--- config.mk ---
export PLATFORM = sky130hd
export DESIGN_NAME = captura_jogada
export DESIGN_NICKNAME = d
export VERILOG_FILES = /design/src/rtl/captura_jogada.sv
export SDC_FILE = /design/constraint.sdc
export NUM_CORES = 1
export LEC_CHECK = 0
export ABC_CLOCK_PERIOD_IN_PS = 4600
export CORE_MARGIN = 10
export CORE_UTILIZATION = 45
export DETAILED_ROUTE_END_ITERATION = 8
export GPL_TIMING_DRIVEN = 1
export PLACE_DENSITY = 0.71
export SLEW_MARGIN = 10
export SYNTH_ARGS = -nofsm -noshare
export SYNTH_HDL_FRONTEND = slang
export SYNTH_SLANG_ARGS = --single-unit
--- constraint.sdc ---
create_clock -name clock -period 4.6 [get_ports clock]
set_clock_uncertainty 0.1 [all_clocks]
set_input_delay 0.92 -clock clock [delete_from_list [all_inputs] [get_ports clock]]
set_output_delay 0.92 -clock clock [all_outputs]
set_load 0.03 [all_outputs]
--- src/rtl/captura_jogada.sv ---
// Debounces the raw button vector, captures one valid one-hot play and emits
// single-cycle event pulses for the Memory Challenge control unit.
module captura_jogada #(
    parameter int N               = 4,
    parameter int DEBOUNCE_CICLOS = 4
) (
    input  logic         clock,
    input  logic         reset,
    input  logic [N-1:0] botoes,
    input  logic         habilita,
    output logic [N-1:0] jogada,
    output logic         jogada_feita,
    output logic         jogada_invalida,
    output logic         ocupado
);

    localparam int            CW         = $clog2(DEBOUNCE_CICLOS + 1);
    localparam logic [CW-1:0] CNT_ULTIMO = CW'(DEBOUNCE_CICLOS - 1);

    typedef enum logic [1:0] {
        OCIOSO,
        ESTABILIZA,
        CAPTURA,
        ESPERA_SOLTAR
    } estado_t;

    estado_t       estado_q;
    logic [N-1:0]  amostra_q;
    logic [N-1:0]  jogada_q;
    logic [CW-1:0] cnt_q;
    logic          feita_q;
    logic          invalida_q;

    // A value is one-hot when it is nonzero and clearing its lowest set bit leaves zero.
    function automatic logic umQuente(input logic [N-1:0] v);
        return (v != '0) && ((v & (v - N'(1))) == '0);
    endfunction

    always_ff @(posedge clock or posedge reset) begin
        if (reset) begin
            estado_q   <= OCIOSO;
            amostra_q  <= '0;
            jogada_q   <= '0;
            cnt_q      <= '0;
            feita_q    <= 1'b0;
            invalida_q <= 1'b0;
        end else begin
            feita_q    <= 1'b0;
            invalida_q <= 1'b0;
            case (estado_q)
                OCIOSO: begin
                    if (habilita && (botoes != '0)) begin
                        amostra_q <= botoes;
                        cnt_q     <= '0;
                        estado_q  <= ESTABILIZA;
                    end
                end
                ESTABILIZA: begin
                    if (!habilita || (botoes == '0)) begin
                        estado_q <= OCIOSO;
                    end else if (botoes != amostra_q) begin
                        amostra_q <= botoes;
                        cnt_q     <= '0;
                    end else if (cnt_q == CNT_ULTIMO) begin
                        estado_q <= CAPTURA;
                        if (umQuente(amostra_q)) begin
                            jogada_q <= amostra_q;
                            feita_q  <= 1'b1;
                        end else begin
                            invalida_q <= 1'b1;
                        end
                    end else begin
                        cnt_q <= cnt_q + CW'(1);
                    end
                end
                CAPTURA: begin
                    cnt_q    <= '0;
                    estado_q <= ESPERA_SOLTAR;
                end
                ESPERA_SOLTAR: begin
                    // Any pressed bit restarts the release count so a held button cannot re-trigger.
                    if (botoes != '0) begin
                        cnt_q <= '0;
                    end else if (cnt_q == CNT_ULTIMO) begin
                        estado_q <= OCIOSO;
                    end else begin
                        cnt_q <= cnt_q + CW'(1);
                    end
                end
                default: begin
                    estado_q <= OCIOSO;
                end
            endcase
        end
    end

    assign jogada          = jogada_q;
    assign jogada_feita    = feita_q;
    assign jogada_invalida = invalida_q;
    assign ocupado         = (estado_q != OCIOSO);

endmodule

=== Word level (Yosys, flattened, before mapping) ===
Index checks and enable logic that the tools add are counted.

* Flip-flop bits (word level): 15
* Input bits: 7
* Output and inout bits: 7
* Word-level logic and storage cells: 65

* $add $sub $neg: 2
* Eq/ne operators: 12
* Mux-type cells: 27
* Bitwise gates (word level): 3
* Reductions and logical operators: 15

{| class="wikitable"
|+ Operator list
! cell !! count
|-
| two-way mux 3 bit || 5
|-
| two-way mux 2 bit || 6
|-
| two-way mux 4 bit || 3
|-
| case mux 3 bit (4 select lines) || 1
|-
| two-way mux 1 bit || 10
|-
| inequality test 2 bit (second input constant) || 5
|-
| AND reduction 5 bit || 2
|-
| logical NOT 4 bit || 2
|-
| case mux 2 bit (4 select lines) || 1
|-
| case mux 4 bit (2 select lines) || 1
|-
| nonzero test 4 bit || 2
|-
| inequality test 3 bit (second input constant) || 2
|-
| bitwise AND 4 bit || 1
|-
| equality test 2 bit (second input constant) || 2
|-
| inequality test 4 bit || 1
|-
| AND reduction 4 bit || 1
|-
| nonzero test 2 bit || 2
|-
| subtractor 4 x 1 -> 4 bit (second input constant) || 1
|-
| adder 3 x 1 -> 3 bit (second input constant) || 1
|-
| equality test 3 x 2 -> 1 bit (second input constant) || 1
|-
| equality test 2 x 1 -> 1 bit (second input constant) || 1
|-
| logical AND 1 bit || 2
|-
| logical NOT 2 bit || 1
|-
| NOT 1 bit || 2
|-
| other kinds (3) || 3
|}

=== Longest topological paths before layout ===
Gate-level depths: netlist of run 1.

* Depth in word-level cells: 9
* Gate-level depth with buffers: 5

=== Worst setup path after synthesis of run 1 ===
No wires, ideal clock.

* Path kind: input to register
* Start: input botoes[0]
* End: register jogada_q[0], in the netlist jogada[0]
* Setup time: 0.128 ns
* Data arrival time: 2.065 ns
* Required time: 4.372 ns
* Slack: 2.308 ns
* Cell stages on the path: 5
* Buffers on the path: 0
* Cells stage by stage: or4_4 > nand2_2 > nor2_4 > nand3_4 > mux2_1

* Word-level cells in the longest chain between the ends: 4

{| class="wikitable"
|+ RTL lines
! item !! line !! text
|-
| start: declaration || 9 || <nowiki>input logic [N-1:0] botoes,</nowiki>
|-
| logical NOT 4 bit || 59 || <nowiki>if (!habilita || (botoes == '0)) begin</nowiki>
|-
| logical OR 1 bit || 59 ||
|-
| NOT 1 bit (no source line) || -- ||
|-
| AND reduction 5 bit (no source line) (*) || -- ||
|-
| end signal: assignment || 67 || <nowiki>jogada_q <= amostra_q;</nowiki>
|-
| end: declaration || 29 || <nowiki>logic [N-1:0] jogada_q;</nowiki>
|}

Mark *: on every way between the ends. The rest lies on a longest branch, timed or not.
A chain may end at the register's enable or synchronous reset.

==> impl_metrics.tcl, run 1 <==
set metrics [dict create \
    grt_max_degree 16 \
    hold_viol 0 \
    synthAdderAreaFrac 0.0171 \
    r2r-end "jogada[0]" \
    hold_class "flip-flop to flip-flop" \
    ys_async_sr_fraction 1.00 \
    min_period_over_period 0.578 \
    chipHeight_um 60.3 \
    synth_area_sq_um 732 \
    grt_use_total 0.0808 \
    p_sw_frac 0.278 \
    num_rows 14 \
    cpLargestDelayFamily "buffers and inverters" \
    ir_worst_vdd_v 0.000262 \
    grt_overflow 0 \
    dieArea_sq_um 3640 \
    cp.required_ns 3.58 \
    end_kind "primary output" \
    place_ws_ns 1.75 \
    nets 87 \
    synthCells 61 \
    yosysWarnings 0 \
    combPwrFrac 0.210 \
    synthToLayoutAreaGrowth_pct 24.1 \
    first_global_vias 526 \
    status "finished clean" \
    wire_per_inst_um 13.4 \
    diodes 0 \
    critPathMaxStageDelay_ns 0.59 \
    p_leak_nw 0.406 \
    via_per_inst 5.21 \
    vias 490 \
    startpoint_type "flip-flop" \
    ff2ff_path_depth 5 \
    cts_buffers 3 \
    root_buffer "clkbuf_4" \
    hp-start "jogada[1]" \
    maxSlewViolCount 0 \
    layout-drive-gt1-share 0.192 \
    synth_edf_count 0 \
    gp_congestion 0.808 \
    worstSkewPairLatency_ns 0.27 \
    rsz0062_at_grt "no" \
    clockBufferDepth 2 \
    rrSetupSlack_ns 2.82 \
    synth_fp_nets 69 \
    holdPathEnd "jogada[1]" \
    core_region_area_sq_um 1520 \
    fmax_mhz 376 \
    ys_ff_latch 15 \
    grt_pass1_wl_mm 2.30 \
    path_buf_inv 1 \
    max_slew_margin 0.627 \
    powerDensity_nw_per_um2 317 \
    layout_common_cells "dfrtp_1, clkdlybuf4s50_1, nor2_1" \
    period_minus_slack_ns 2.66 \
    io_buffers 13 \
    fin_ws_ns 1.94 \
    drt_iter0_markers 4 \
    final_common_cell "dfrtp_1" \
    min_path_cells 1 \
    final_area_sq_um 908 \
    avgSynthCellArea_sq_um 12.0 \
    clkPwrFrac 0.247 \
    yosys_most_used_dff "dfrtp_1" \
    cts.sinks 15 \
    worst_slew_pin_slew_ns 0.558 \
    synth_top_family_by_area "simple AND/OR/NAND/NOR gates" \
    drt_wl_total_mm 1.26 \
    postRouteAntennaNets 0 \
    cts_resized 0 \
    htreeDepth 1 \
    hpwl_mm 1.01 \
    postCtsSetupRepairBufs 0 \
    r2r_start "amostra_q[0]" \
    antenna_found_initial 0 \
    synth-simple-area-share 0.157 \
    switchingPower_uw 80.0 \
    drc 0 \
    seqPwrFrac 0.542 \
    internal-power_uw 208 \
    drv_cap 0 \
    setup_tns_ns 0 \
    path_cells "or2_2, clkdlybuf4s50_1" \
    critPathArrivalTime_ns 1.64 \
    clkTransAtPathRegs_ns 0.08 \
    start_util 0.480 \
    n_fill_cell 138 \
    synth_compound_area_frac 0.0803 \
    drtPass1Iterations 3 \
    finalSetupViolCount 0 \
    hold_buffers 0 \
    synth_xor_area_frac 0.0718 \
    path_class "flip-flop to primary output" \
    synth_cell_types 26 \
    die_w_um 60.3 \
    place_area_sq_um 882 \
    cts_tree "done" \
    ys_seq_area_frac 0.513 \
    synthMuxAreaShare 0.150 \
    io_pins 14 \
    path_max_fanout 7 \
    cpMaxStageDelayCell "clkdlybuf4s50_1" \
]
## Yosys cell counts, drive strengths merged (2+ instances only)
cell	number	share of area
dfrtp	15	0.51
mux2	8	0.12
nor2	8	0.051
o21ai	4	0.032
xnor2	4	0.048
a21oi	3	0.026
inv	2	0.010
mux2i	2	0.027
nand2	2	0.014
nand3	2	0.031
xor2	2	0.024
## power groups by stage
stage | Combinational, mW | Clock, mW | Sequential [mW]
floorplan | 0.0444 | 0 | 0.157
global route | 0.0683 | 0.0793 | 0.159
global placement | 0.0602 | 0 | 0.159
detailed placement | 0.0615 | 0 | 0.159
CTS | 0.0616 | 0.0756 | 0.156
finish | 0.0605 | 0.0711 | 0.156
## metrics by stage
step / hold WS, ns / instances / utilization / power (mW)
after floorplan: 0.393 / 61 / - / 0.201
after global placement: 0.384 / 90 / 0.579 / 0.219
after global routing: 0.428 / 94 / 0.596 / 0.306
final: 0.401 / 94 / 0.596 / 0.288
after CTS: 0.410 / 94 / 0.596 / 0.293
after detailed placement: 0.380 / 90 / 0.579 / 0.221
## cell type report
cell class	instances	area, sq um	share of cell area
Inverter	2	7.51	0.00826
Clock buffer	4	26.3	0.0289
Tap cell	16	20.0	0.0220
Sequential cell	15	375	0.413
Timing Repair Buffer	13	130	0.143
Multi-Input combinational cell	44	349	0.384
## worst max-delay path by stage
stage | end | slack [ns] | cells after the start
global placement | jogada[0] | 1.78 | 6
detailed placement | jogada[0] | 1.75 | 6
finish | ocupado | 1.94 | 2
CTS | ocupado | 1.93 | 2
global route | ocupado | 1.89 | 2
floorplan | jogada[0] | 2.31 | 5
## metal layers
layer | track usage | vias up | part of all wire
li1 | - | 245 | -
met4 | 0.0192 | 0 | 0.0063
met5 | 0 | - | 0
met1 | 0.0923 | 228 | 0.45
met2 | 0.119 | 15 | 0.43
met3 | 0.0585 | 2 | 0.12
## cells by family after synthesis
kind of cell             after synthesis
AO/OA/AOI/OAI                          9
XOR/XNOR                               6
adder cells (fa/ha/maj)                1
buffers and inverters                  2
flip-flops                            15
multiplexers                          10
AND/OR/NAND/NOR                       18
## registers in the layout, indices dropped and copies added (netlist names), named ones only
| signal | flops |
|---|---|
| jogada_feita | 1 |
| estado_q | 1 |
| cnt_q | 3 |
| amostra_q | 4 |
| jogada | 4 |
| jogada_invalida | 1 |
Note: power is estimated with default switching activity, not from simulation.
==> run 2: changes to the inputs <==
Settings changed: ABC_CLOCK_PERIOD_IN_PS 4600 to 2800.
Clock period 4.6 ns to 2.8 ns, I/O delays scaled along.
==> run 2 against run 1 <==
Global-route usage rose by 0.14 points; largest cell class unchanged; critical endpoint unchanged; highest routed layer is now met3; first-iteration DRC count up 130%; wire length increased by 4.3%.
==> impl_metrics.tcl, run 2 (synthesis results as in run 1) <==
set metrics [dict create \
    status "finished clean" \
    path_cells "or2_2, clkdlybuf4s50_1" \
    period_minus_slack_ns 2.30 \
    final_common_cell "dfrtp_1" \
    path_max_fanout 7 \
    wire_per_inst_um 14.0 \
    via_per_inst 5.18 \
    fmax_mhz 435 \
    drv_cap 0 \
    postCtsSetupRepairBufs 0 \
    vias 487 \
    die_w_um 60.3 \
    worstSkewPairLatency_ns 0.27 \
    dieArea_sq_um 3640 \
    gp_congestion 0.808 \
    worst_slew_pin_slew_ns 0.562 \
    postRouteAntennaNets 0 \
    end_kind "primary output" \
    io_buffers 13 \
    nets 87 \
    multi_input_area_sq_um 349 \
    grt_max_degree 16 \
    drt_wl_total_mm 1.31 \
    fin_ws_ns 0.501 \
    hold_viol 0 \
    num_rows 14 \
    layout_common_cells "dfrtp_1, clkdlybuf4s50_1, nor2_1" \
    clockBufferDepth 2 \
    io_pins 14 \
    path_class "flip-flop to primary output" \
    clkTransAtPathRegs_ns 0.09 \
    seqCellArea_sq_um 375 \
    n_fill_cell 146 \
    max_slew_margin 0.625 \
    cts_resized 0 \
    maxSlewViolCount 0 \
    root_buffer "clkbuf_4" \
    rsz0062_at_grt "no" \
    ir_worst_vdd_v 0.000315 \
    cp.required_ns 2.14 \
    layout-drive-gt1-share 0.192 \
    antenna_found_initial 0 \
    powerDensity_nw_per_um2 529 \
    diodes 0 \
    totalPowerFinal_uw 481 \
    drtPass1Iterations 4 \
    place_ws_ns 0.313 \
    drc 0 \
    hold_buffers 0 \
    grt_use_total 0.0822 \
    cts.sinks 15 \
    start_util 0.480 \
    startpoint_type "flip-flop" \
    drt_iter0_markers 9 \
    critPathMaxStageDelay_ns 0.59 \
    htreeDepth 1 \
    hpwl_mm 1.04 \
    grt_overflow 0 \
    first_global_vias 568 \
    chipHeight_um 60.3 \
    core_region_area_sq_um 1520 \
    min_period_over_period 0.821 \
    p_leak_nw 0.406 \
    finalSetupViolCount 0 \
    critPathArrivalTime_ns 1.64 \
    setup_tns_ns 0 \
    synthToLayoutAreaGrowth_pct 24.1 \
    cts_tree "done" \
    cts_buffers 3 \
    hold_class "flip-flop to flip-flop" \
    cpMaxStageDelayCell "clkdlybuf4s50_1" \
    grt_pass1_wl_mm 2.36 \
]
-- run 2: cell counts in the layout (fill, tap and decap cells not counted) --
No cell type changed its count.
-- run 2: per-layer routing --
metal	global-route usage	share of wire
met5	0	0
met4	0.0192	0
met3	0.0459	0.093
met2	0.128	0.45
met1	0.0963	0.46
-- run 2: through the flow --
| step | util | cells | hold WS [ns] | cell area (sq um) |
|---|---|---|---|---|
| 3_3_place_gp | 0.579 | 90 | 0.384 | 882 |
| 6_report | 0.596 | 94 | 0.401 | 908 |
| 3_5_place_dp | 0.579 | 90 | 0.380 | 882 |
| 2_1_floorplan | - | 61 | 0.361 | 732 |
| 5_1_grt | 0.596 | 94 | 0.429 | 908 |
| 4_1_cts | 0.596 | 94 | 0.410 | 908 |
-- run 2: area by class of cell --
cell class,instances,share of cell area
Clock buffer,4,0.0289
Inverter,2,0.00826
Multi-Input combinational cell,44,0.384
Sequential cell,15,0.413
Tap cell,16,0.0220
Timing Repair Buffer,13,0.143
-- run 2: final timing paths --
kind,start,endpoint,slack (ns),depth (start not counted)
min in group asynchronous,reset,jogada[2],0.53,2
worst min register to register,jogada[1],jogada[1],0.40,1
worst max-delay path,flip-flop,ocupado,0.50,2
worst max register to register,amostra_q[0],jogada[0],0.99,5
worst min-delay path,jogada[1],jogada[1],0.40,1
max in group asynchronous,reset,estado_q[0],1.70,2
-- run 2: where the power goes --
| group | switching [mW] | internal (mW) | leakage [nW] | total [mW] |
|---|---|---|---|---|
| Sequential | 0.0222 | 0.235 | 0.196 | 0.257 |
| Clock | 0.0681 | 0.0551 | 0.0150 | 0.123 |
| Combinational | 0.0492 | 0.0513 | 0.194 | 0.101 |
| Total | 0.140 | 0.341 | 0.406 | 0.481 |
-- run 2: worst max-delay path, delay by kind of cell, from the launching register on --
family                 cells  cell delay (ns)
AND/OR/NAND/NOR            1             0.30
buffers and inverters      1             0.59
flip-flops                 1             0.47
